==> src/rtl/riscv_pkg.sv <==
// Shared RISC-V pipeline definitions: widths, result-source and load-funct3
// encodings, and the write-back FSM state type.
package riscv_pkg;

    localparam int XLEN       = 32;
    localparam int REG_ADDR_W = 5;

    localparam logic [1:0] RES_ALU = 2'b00;
    localparam logic [1:0] RES_MEM = 2'b01;
    localparam logic [1:0] RES_PC4 = 2'b10;
    localparam logic [1:0] RES_IMM = 2'b11;

    localparam logic [2:0] F3_LB  = 3'b000;
    localparam logic [2:0] F3_LH  = 3'b001;
    localparam logic [2:0] F3_LW  = 3'b010;
    localparam logic [2:0] F3_LBU = 3'b100;
    localparam logic [2:0] F3_LHU = 3'b101;

    typedef logic [1:0] wb_state_t;
    localparam wb_state_t ST_INIT  = 2'd0;
    localparam wb_state_t ST_CLEAR = 2'd1;
    localparam wb_state_t ST_RUN   = 2'd2;

endpackage

==> src/rtl/load_extend.sv <==
// Combinational load data extraction: picks the byte/halfword lane addressed
// by the low address bits and sign- or zero-extends it to XLEN.
module load_extend #(
    parameter int XLEN = riscv_pkg::XLEN
) (
    input  logic [XLEN-1:0] inMemData,
    input  logic [1:0]      inAddrLow,
    input  logic [2:0]      inLoadFunct3,
    output logic [XLEN-1:0] result
);
    import riscv_pkg::*;

    logic [7:0]  lane_byte;
    logic [15:0] lane_half;

    always_comb begin
        case (inAddrLow)
            2'd0:    lane_byte = inMemData[7:0];
            2'd1:    lane_byte = inMemData[15:8];
            2'd2:    lane_byte = inMemData[23:16];
            default: lane_byte = inMemData[31:24];
        endcase
        // Halfword lane follows bit 1 only; misaligned bit 0 is ignored.
        lane_half = inAddrLow[1] ? inMemData[31:16] : inMemData[15:0];
    end

    always_comb begin
        case (inLoadFunct3)
            F3_LB:   result = {{(XLEN-8){lane_byte[7]}}, lane_byte};
            F3_LH:   result = {{(XLEN-16){lane_half[15]}}, lane_half};
            F3_LW:   result = inMemData;
            F3_LBU:  result = {{(XLEN-8){1'b0}}, lane_byte};
            F3_LHU:  result = {{(XLEN-16){1'b0}}, lane_half};
            default: result = inMemData;
        endcase
    end

endmodule

==> src/rtl/register_writeback.sv <==
// Write-back stage: zero-clears x1..x31 after reset, then registers one
// retiring result per cycle and drives the register-file write port.
module register_writeback #(
    parameter int XLEN           = riscv_pkg::XLEN,
    parameter bit CLEAR_ON_RESET = 1'b1
) (
    input  logic            clk,
    input  logic            reset,
    input  logic            inValid,
    output logic            inReady,
    input  logic            inRegWrite,
    input  logic [4:0]      inRd,
    input  logic [1:0]      inResultSrc,
    input  logic [XLEN-1:0] inAluResult,
    input  logic [XLEN-1:0] inPcPlus4,
    input  logic [XLEN-1:0] inImm,
    input  logic [XLEN-1:0] inMemData,
    input  logic [2:0]      inLoadFunct3,
    input  logic [1:0]      inAddrLow,
    output logic            regWrite,
    output logic [4:0]      writeRegister,
    output logic [XLEN-1:0] writeData,
    output logic            clearDone
);
    import riscv_pkg::*;

    wb_state_t             state;
    logic [REG_ADDR_W-1:0] clearCnt;
    logic                  wbValid;
    logic [REG_ADDR_W-1:0] wbRd;
    logic [XLEN-1:0]       wbData;
    logic [XLEN-1:0]       loadData;
    logic [XLEN-1:0]       selData;
    logic                  accept;

    load_extend #(.XLEN(XLEN)) u_load_extend (
        .inMemData    (inMemData),
        .inAddrLow    (inAddrLow),
        .inLoadFunct3 (inLoadFunct3),
        .result       (loadData)
    );

    always_comb begin
        case (inResultSrc)
            RES_MEM: selData = loadData;
            RES_PC4: selData = inPcPlus4;
            RES_IMM: selData = inImm;
            default: selData = inAluResult;
        endcase
    end

    // Outputs are masked while reset is high so a pending write is dropped
    // in the very cycle reset is asserted, not one cycle later.
    assign inReady   = (state == ST_RUN) && !reset;
    assign clearDone = (state == ST_RUN) && !reset;
    assign accept    = inValid && inReady;

    always_ff @(posedge clk) begin
        if (reset) begin
            state    <= ST_INIT;
            clearCnt <= REG_ADDR_W'(1);
            wbValid  <= 1'b0;
            wbRd     <= '0;
            wbData   <= '0;
        end else begin
            case (state)
                ST_INIT: state <= CLEAR_ON_RESET ? ST_CLEAR : ST_RUN;
                ST_CLEAR: begin
                    if (clearCnt == '1) state <= ST_RUN;
                    else                clearCnt <= clearCnt + 1'b1;
                end
                ST_RUN: begin
                    wbValid <= accept && inRegWrite && (inRd != '0);
                    if (accept) begin
                        wbRd   <= inRd;
                        wbData <= selData;
                    end
                end
                default: state <= ST_INIT;
            endcase
        end
    end

    always_comb begin
        regWrite      = 1'b0;
        writeRegister = '0;
        writeData     = '0;
        if (!reset) begin
            case (state)
                ST_CLEAR: begin
                    regWrite      = 1'b1;
                    writeRegister = clearCnt;
                end
                ST_RUN: begin
                    regWrite      = wbValid;
                    writeRegister = wbRd;
                    writeData     = wbData;
                end
                default: ;
            endcase
        end
    end

endmodule
==> config.mk <==
export PLATFORM = sky130hd
export DESIGN_NAME = register_writeback
export DESIGN_NICKNAME = d
export VERILOG_FILES = /design/src/rtl/riscv_pkg.sv /design/src/rtl/load_extend.sv /design/src/rtl/register_writeback.sv
export SDC_FILE = /design/constraint.sdc
export NUM_CORES = 1
export LEC_CHECK = 0
export BUFFER_PORTS_ARGS = -buffer_cell sky130_fd_sc_hd__buf_2
export CORE_ASPECT_RATIO = 1.75
export CORE_UTILIZATION = 40
export DETAILED_ROUTE_END_ITERATION = 12
export PLACE_DENSITY = 0.81
export SLEW_MARGIN = 10
export SYNTH_ARGS = -nofsm -noshare
export SYNTH_HDL_FRONTEND = slang
export SYNTH_SLANG_ARGS = --single-unit
==> constraint.sdc <==
create_clock -name clk -period 1.8 [get_ports clk]
set_input_delay 0.36 -clock clk [delete_from_list [all_inputs] [get_ports clk]]
set_output_delay 0.36 -clock clk [all_outputs]
set_load 0.01 [all_outputs]
* Word level (Yosys, flattened, before mapping) *
Index checks and enable logic that the tools add are counted.

word-level totals
  output and inout bits = 40
  bits in registers = 45
  bits of input ports = 144

cells by class
  bitwise gates (word level) = 2
  multiplexer cells = 12
  reductions and logical operators = 12
  equality and inequality tests = 12
  add/sub/neg operators = 1

operators with widths
  kind                                                                    number
  32-bit one-hot mux with 4 select lines                                  1
  32-bit one-hot mux with 3 select lines                                  1
  32-bit 2-to-1 mux                                                       2
  8-bit one-hot mux with 3 select lines                                   1
  16-bit 2-to-1 mux                                                       1
  5-bit one-hot mux with 2 select lines                                   1
  2-bit equality test (second input constant)                             4
  2-bit by 1-bit equality test with 1-bit output (second input constant)  3
  3-bit equality test (second input constant)                             2
  2-bit one-hot mux with 3 select lines                                   1
  2-bit AND reduction                                                     3
  5-bit by 1-bit adder with 5-bit output (second input constant)          1
  5-bit equality test (second input constant)                             1
  5-bit 2-to-1 mux                                                        1
  5-bit nonzero test                                                      1
  1-bit logical AND                                                       4
  2-bit zero test                                                         2
  3-bit by 1-bit equality test with 1-bit output (second input constant)  1
  3-bit zero test                                                         1
  2-bit 2-to-1 mux                                                        1
  2-bit inequality test (second input constant)                           1
  1-bit inverter                                                          2
  1-bit one-hot mux with 2 select lines                                   1
  1-bit zero test                                                         1
  1-bit 2-to-1 mux                                                        1

* Logic depth before layout (Yosys ltp) *
Gate-level depths: netlist of run 1.

  depth after elaboration = 5
  depth in mapped cells = 8

* Hierarchy *
Synthesis of run 1 repeated with hierarchy kept, for this count alone.

second synthesis, totals
  cell total of the unflattened synthesis = 359
  area, all modules = 3383.2 sq um

modules (own cells, without submodules)
  module              area each (sq um)  instances  cells an instance  seq. area each (sq um)
  register_writeback  2660.1             1          228                900.9
  load_extend         723.2              1          131                0.0

* Least setup slack after synthesis of run 1 *
No wires, ideal clock.

  kind = flip-flop to output port
  start = register state[0]
  end = output writeData[22]
  stages on the path, launching flop included = 7
  path slack = 85 ps
  arrival = 1355 ps
  data required time = 1440 ps
  cell sequence = dfxtp_1 inv_1 ha_1 inv_1 nor2_1 clkbuf_1 and2_1

on the way
  word-level cells in the longest chain between the ends = 3

RTL lines
  item                    RTL line                  text
  from (decl)             register_writeback.sv:27  wb_state_t state;
  from (signal assigned)  register_writeback.sv:67  ST_INIT: state <= CLEAR_ON_RESET ? ST_CLEAR : ST_RUN;
  2-bit equality test     register_writeback.sv:89  case (state)
  32-bit 2-to-1 mux       register_writeback.sv:89
  32-bit 2-to-1 mux       register_writeback.sv:88  if (!reset) begin
  to (decl)               register_writeback.sv:22  output logic [XLEN-1:0] writeData,

Every way passes these cells.

* Worst setup path in the final report of run 1 *
  start = register state[0]
  end = output writeData[19]

Same word-level chain as after synthesis.

==> results of run 1 <==
-- per-stage QoR --
step                power, W  util [%]  setup WS [ns]  TNS [ns]  instance area (um2)
detailed placement   0.00166      55.1        0.00376         0                 4610
CTS                  0.00261      63.2        -0.0398    -0.902                 5290
finish               0.00262      63.9        -0.0675     -1.78                 5340
floorplan            0.00137         -         0.0851         0                 3490
global route         0.00272      63.9         -0.129     -3.78                 5340
global placement     0.00165      55.1         0.0443         0                 4610
-- sequential cells by signal, summed over array words and instances, names as in the netlist --
signal	flops
wbData	32
wbRd	5
wbValid	1
state	2
clearCnt	5
-- final cells by class --
| cell class | count | area share [%] |
|---|---|---|
| clock buffer | 7 | 2.67 |
| sequential | 45 | 16.9 |
| inverter | 16 | 1.17 |
| timing repair buffer | 228 | 29.8 |
| multi-input combinational | 355 | 46.8 |
| tap | 115 | 2.69 |
-- final timing paths --
| kind | start | end | cells past startpoint |
|---|---|---|---|
| worst min register to register | wbData[9] | wbData[9] | 1 |
| worst max register to register | clearCnt[0] | state[0] | 7 |
| worst max-delay path | state[0] | writeData[19] | 8 |
| worst min-delay path | inRd[2] | wbRd[2] | 3 |
-- kinds of logic after synthesis --
kind of cell / count (synthesis) / share of synthesized area (%)
compound gates: 177 / 34.6
xor+xnor: 2 / 0.502
fa+ha+maj: 5 / 1.79
buf+inv: 62 / 7.34
flops: 45 / 25.8
mux: 23 / 7.60
simple gates: 148 / 22.4
-- power by group through the flow --
stage	clock network (W)	logic [W]	registers, W
detailed placement	0	0.000619	0.00104
CTS	0.000943	0.000645	0.00102
floorplan	0	0.000327	0.00104
global placement	0	0.000603	0.00104
global route	0.000973	0.000725	0.00103
finish	0.000928	0.000673	0.00102
-- layer usage --
metal	up-vias	part of all wire, %
li1	2064	-
met1	2049	35
met2	246	53
met3	39	7.4
met4	0	4.9
met5	-	0
-- synthesized netlist by cell type (2+ instances only) --
library cell  instances
a211oi_1              2
a21oi_1              18
a221oi_1              2
a22oi_1              25
a2bb2oi_1            13
a311oi_1              6
a31oi_1               3
a32o_1                8
and2_1               31
buf_2                 9
clkbuf_1             33
dfxtp_1              45
ha_1                  5
inv_1                16
mux2_2                8
mux2i_1              13
mux4_2                2
nand2_1              41
nand2b_1             16
nand3_1               6
nand3b_1              7
nand4_1               2
nor2_1               19
nor2b_1               3
nor3_1                3
nor3b_1               5
o211ai_1              5
o21a_1               14
o21ai_0              59
o221ai_1              8
o31a_1                5
or2_2                 2
or3_1                10
-- timing repair --
item                       CTS  global route
gates resized for setup     82             7
cloned                       4             0
setup endpoints to repair   39            45
buffers inserted             9             2
pin swaps                   33             2
-- layout by cell type (no fill, tap or decap), types with 3 or more instances in the layout --
| master | synthesis | layout |
|---|---|---|
| inv_1 | 16 | 14 |
| and2_4 | 0 | 29 |
| a32o_1 | 8 | 8 |
| a22oi_2 | 0 | 5 |
| nand2_1 | 41 | 41 |
| o21ai_0 | 59 | 59 |
| a2bb2oi_1 | 13 | 13 |
| mux2_2 | 8 | 8 |
| nand3_1 | 6 | 6 |
| buf_16 | 0 | 4 |
| buf_6 | 1 | 33 |
| o211ai_1 | 5 | 5 |
| o31a_1 | 5 | 5 |
| a21oi_1 | 18 | 16 |
| nor2b_1 | 3 | 3 |
| a311oi_1 | 6 | 6 |
| buf_12 | 0 | 4 |
| mux2i_1 | 13 | 13 |
| o221ai_1 | 8 | 8 |
| ha_4 | 0 | 3 |
| buf_2 | 9 | 152 |
| buf_4 | 1 | 34 |
| a31oi_1 | 3 | 3 |
| nor3b_1 | 5 | 5 |
| nand3b_1 | 7 | 7 |
| o21a_1 | 14 | 14 |
| or3_1 | 10 | 10 |
| clkbuf_16 | 0 | 5 |
| dfxtp_1 | 45 | 43 |
| a22oi_1 | 25 | 20 |
| nand2b_1 | 16 | 15 |
| nor2_1 | 19 | 18 |
-- worst min-delay path, cell delays in order --
cell	delay, ns
buf_2	0.09
nand2_1	0.04
nand2_1	0.05
==> reports/results.tsv, run 1 <==
metric	value	unit
relSlewSlack	67.4	%
pin_count	184	
antenna_found_initial	0	
switching_share	28.5	%
synth_top_area_share	25.8	%
peakVddDrop	0.361	mV
rsz0062_at_grt	yes	
synth_nets	611	
drt_iter0_markers	316	
clock-sinks	45	
ys_types	51	
antenna_left	0	
dp_hpwl	10.3	mm
place_congestion	0.924	
clkPwrFrac	35.4	%
clock_latency	0.29	ns
multi_input_area	0.00250	mm2
placed_cells	744	
r2r_slack	0.01	ns
cp-end-kind	primary output	
vias	4398	
comb_power_share	25.6	%
fin_nets	800	
finalCriticalPeriod	1.87	ns
syn_to_final_growth	53.0	%
synth_warnings	0	
drt_pass1_iterations	6	
status	complete, but fails checks	
drv_cap	0	
start_util	41.7	%
start_kind	flop	
cpMaxStageDelayCell	dfxtp_2	
seqPwrFrac	39.0	%
final_layout_size_suffix_gt1_share	45.3	%
cts_tree	built	
drcViolationCount	0	
syn_area_per_cell	7.56	um2
holdBufCountCts	0	
fin_cells	766	
fmax	535	MHz
holdWs	0.276	ns
fin_skew	0.00506	ns
ys_ff_latch	45	
overflow	0	
path_clk_slew	0.06	ns
io_buffers	183	
clk_root_buffer_cell	clkbuf_16	
p_int	0.00188	W
pwr_density_cell	491	mW/mm2
grt_pass1_wl	21.8	mm
failed_checks	setup timing	
synth_largest_area_cell	dfxtp_1	
power.switching	0.000748	W
finalCritPeriodShare	104	%
path_buf_inv	5	
fp.coreArea	0.00837	mm2
top_usage_layer	met2	
power.leakage	2.35	nW
syn_area	0.00349	mm2
seqCellArea	903	um2
synth_ff_type	dfxtp_1	
insertedDiodeCount	0	
crit_arrival	1.51	ns
syn-instance-count	462	
num_rows	44	
synth-seq-area-share	25.8	%
hold_class	in -> reg	
detail_route.vias_per_cell	5.74	
synth_enable_flop_cells	0	
postLayoutSetupSlackWorst	-0.0675	ns
wl_per_cell	18.8	um
grt_pass1_vias	4332	
die_area	0.00912	mm2
grtUsageMet3	5.24	%
cts-htree-levels	2	
wl	14.4	mm
cp_top_family	buffers and inverters	
track_usage	31.2	%
synth-async-reset-ratio	0	%
die_w	72.6	um
crit_chain	inv_2 > ha_4 > inv_4 > nor2_4 > buf_12 > buf_16 > and2_4 > buf_6	
drv_slew	0	
hold_viol_final	0	
use_met1	33.8	%
ys_top_cells_by_area	dfxtp_1, o21ai_0, and2_1, a22oi_1, nand2_1	
required	1.44	ns
grtUsageMet2	56.0	%
die_h	126	um
worstPathMaxFanout	8	
cts_buffers	5	
grt_max_degree	25	
setup_violations	36	
final.fill_count	734	
crit_type	reg -> out	
worst_pin_slew	0.489	ns
cts_buffer_depth	2	
critPathMaxStageDelay	0.32	ns
(Power assumes the default switching activity.)
==> run 2: changes to the inputs <==
--- a/config.mk
+++ b/config.mk
@@ -6,7 +6,6 @@
 export NUM_CORES = 1
 export LEC_CHECK = 0
 export BUFFER_PORTS_ARGS = -buffer_cell sky130_fd_sc_hd__buf_2
-export CORE_ASPECT_RATIO = 1.75
 export CORE_UTILIZATION = 40
 export DETAILED_ROUTE_END_ITERATION = 12
 export PLACE_DENSITY = 0.81
==> run 2 against run 1 <==
The run still ends with setup timing left. Cell count decreased by 0.78%. Wire length down 5.4%. Global-route usage decreased by 2.2 points. Worst hold slack worse by 0.025 ns. Setup slack lost 0.043 ns. Final area is 3.1% lower. Register-to-register slack better by 0.08 ns. Sequential power about the same. Via count fell by 0.70%. Combinational power barely moved. Total power decreased by 3.2%. Clock power is 8.8% lower. Largest cell class unchanged. Largest power group unchanged.
==> reports/results.tsv, run 2 (same netlist as run 1, synthesis figures left out) <==
metric	value	unit
status	complete, but fails checks	
failed_checks	setup timing	
largest_reg_flops	32	
place_congestion	0.941	
postLayoutSetupSlackWorst	-0.110	ns
clock_latency	0.31	ns
drv_slew	0	
multi_input_area	0.00247	mm2
seqCellArea	903	um2
relSlewSlack	69.7	%
crit_chain	inv_2 > ha_4 > inv_4 > nor2_4 > buf_12 > buf_8 > and2_4 > buf_6	
cp-end-kind	primary output	
path_clk_slew	0.10	ns
layout_common_cells	buf_2, o21ai_0, dfxtp_1, nand2_1, buf_4	
io_buffers	183	
wl	13.6	mm
hold_viol_final	0	
fin_nets	802	
dp_hpwl	10.1	mm
antenna_found_initial	1	
worstPathMaxFanout	7	
holdBufCountCts	0	
power.total	0.00254	W
cts_buffer_depth	2	
vias	4367	
start_util	41.9	%
worst_pin_slew	0.454	ns
crit_type	reg -> out	
num_rows	33	
drcViolationCount	0	
reg.largest.list	wbData x32, clearCnt x5, wbRd x5	
clk_root_buffer_cell	clkbuf_8	
setup_violations	36	
final.fill_count	750	
die_h	95.4	um
cts-htree-levels	2	
drt_iter0_markers	203	
start_kind	flop	
cts_buffers	5	
clock-sinks	45	
track_usage	29.0	%
cpMaxStageDelayCell	dfxtp_2	
fmax	523	MHz
wl_per_cell	17.9	um
fin_skew	0.0121	ns
grt_pass1_wl	20.0	mm
rsz0062_at_grt	yes	
drv_cap	0	
finalCriticalPeriod	1.91	ns
required	1.44	ns
antenna_left	0	
grt_pass1_vias	4106	
cts_tree	built	
peakVddDrop	0.381	mV
die_w	95.4	um
place_ws	-0.0122	ns
pin_count	184	
crit_arrival	1.55	ns
pwr_density_cell	491	mW/mm2
regMostFlops	wbData	
finalCritPeriodShare	106	%
fp.coreArea	0.00834	mm2
power.leakage	2.31	nW
overflow	0	
syn_to_final_growth	48.3	%
drt_pass1_iterations	5	
grt_max_degree	25	
final.setup.tns	-2.71	ns
final_layout_size_suffix_gt1_share	44.2	%
detail_route.vias_per_cell	5.75	
hold_class	in -> reg	
critPathMaxStageDelay	0.34	ns
final_common_cell	buf_2	
die_area	0.00911	mm2
[run 2: final timing paths]
path | from | end | slack, ns | cells after the start
min reg2reg | wbData[10] | wbData[10] | 0.47 | 1
min | inRd[3] | wbRd[3] | 0.25 | 3
max | state[0] | writeData[6] | -0.11 | 8
max reg2reg | state[0] | wbData[6] | 0.09 | 9
[run 2: layout make-up]
class / count / share of cell area (%)
Multi-Input combinational cell: 355 / 47.7
Tap cell: 105 / 2.54
Clock buffer: 6 / 1.59
Inverter: 16 / 1.21
Clock inverter: 2 / 0.725
Sequential cell: 45 / 17.4
Timing Repair Buffer: 230 / 28.7
Antenna cell: 1 / 0.0483
[run 2: layer usage]
layer / track usage (%) / vias up / share of wire [%]
met4: 12.4 / 0 / 3.7
met2: 50.9 / 214 / 49
met1: 34.4 / 2045 / 40
li1: - / 2074 / -
met3: 5.34 / 34 / 7.1
met5: 0 / - / 0
[run 2: through the flow]
stage | instance area, um2 | util [%] | instances | hold WS [ns]
detailed placement | 4620 | 55.3 | 736 | 0.450
floorplan | 3490 | - | 462 | 0.417
global route | 5180 | 62.1 | 760 | 0.259
global placement | 4620 | 55.3 | 736 | 0.438
CTS | 5120 | 61.4 | 753 | 0.260
finish | 5180 | 62.1 | 760 | 0.251
[run 2: worst max-delay path: cells and delay by family, from the launching register on]
family | cells | cell delay (ns)
buf+inv | 5 | 0.49
flops | 1 | 0.34
fa+ha+maj | 1 | 0.14
simple gates | 2 | 0.27
[run 2: power by group]
group | total, W | internal, W | switching [W]
combinational | 0.000671 | 0.000322 | 0.000349
clock | 0.000846 | 0.000452 | 0.000394
sequential | 0.00102 | 0.00101 | 0.0000162
total | 0.00254 | 0.00178 | 0.000759
[run 2: what timing repair did]
action | in CTS | in global routing
buffers inserted | 6 | 6
setup endpoints to repair | 39 | 46
gates resized for setup | 63 | 12
pin swaps | 19 | 3
cloned | 3 | 1
hold endpoints to repair | 0 | 0
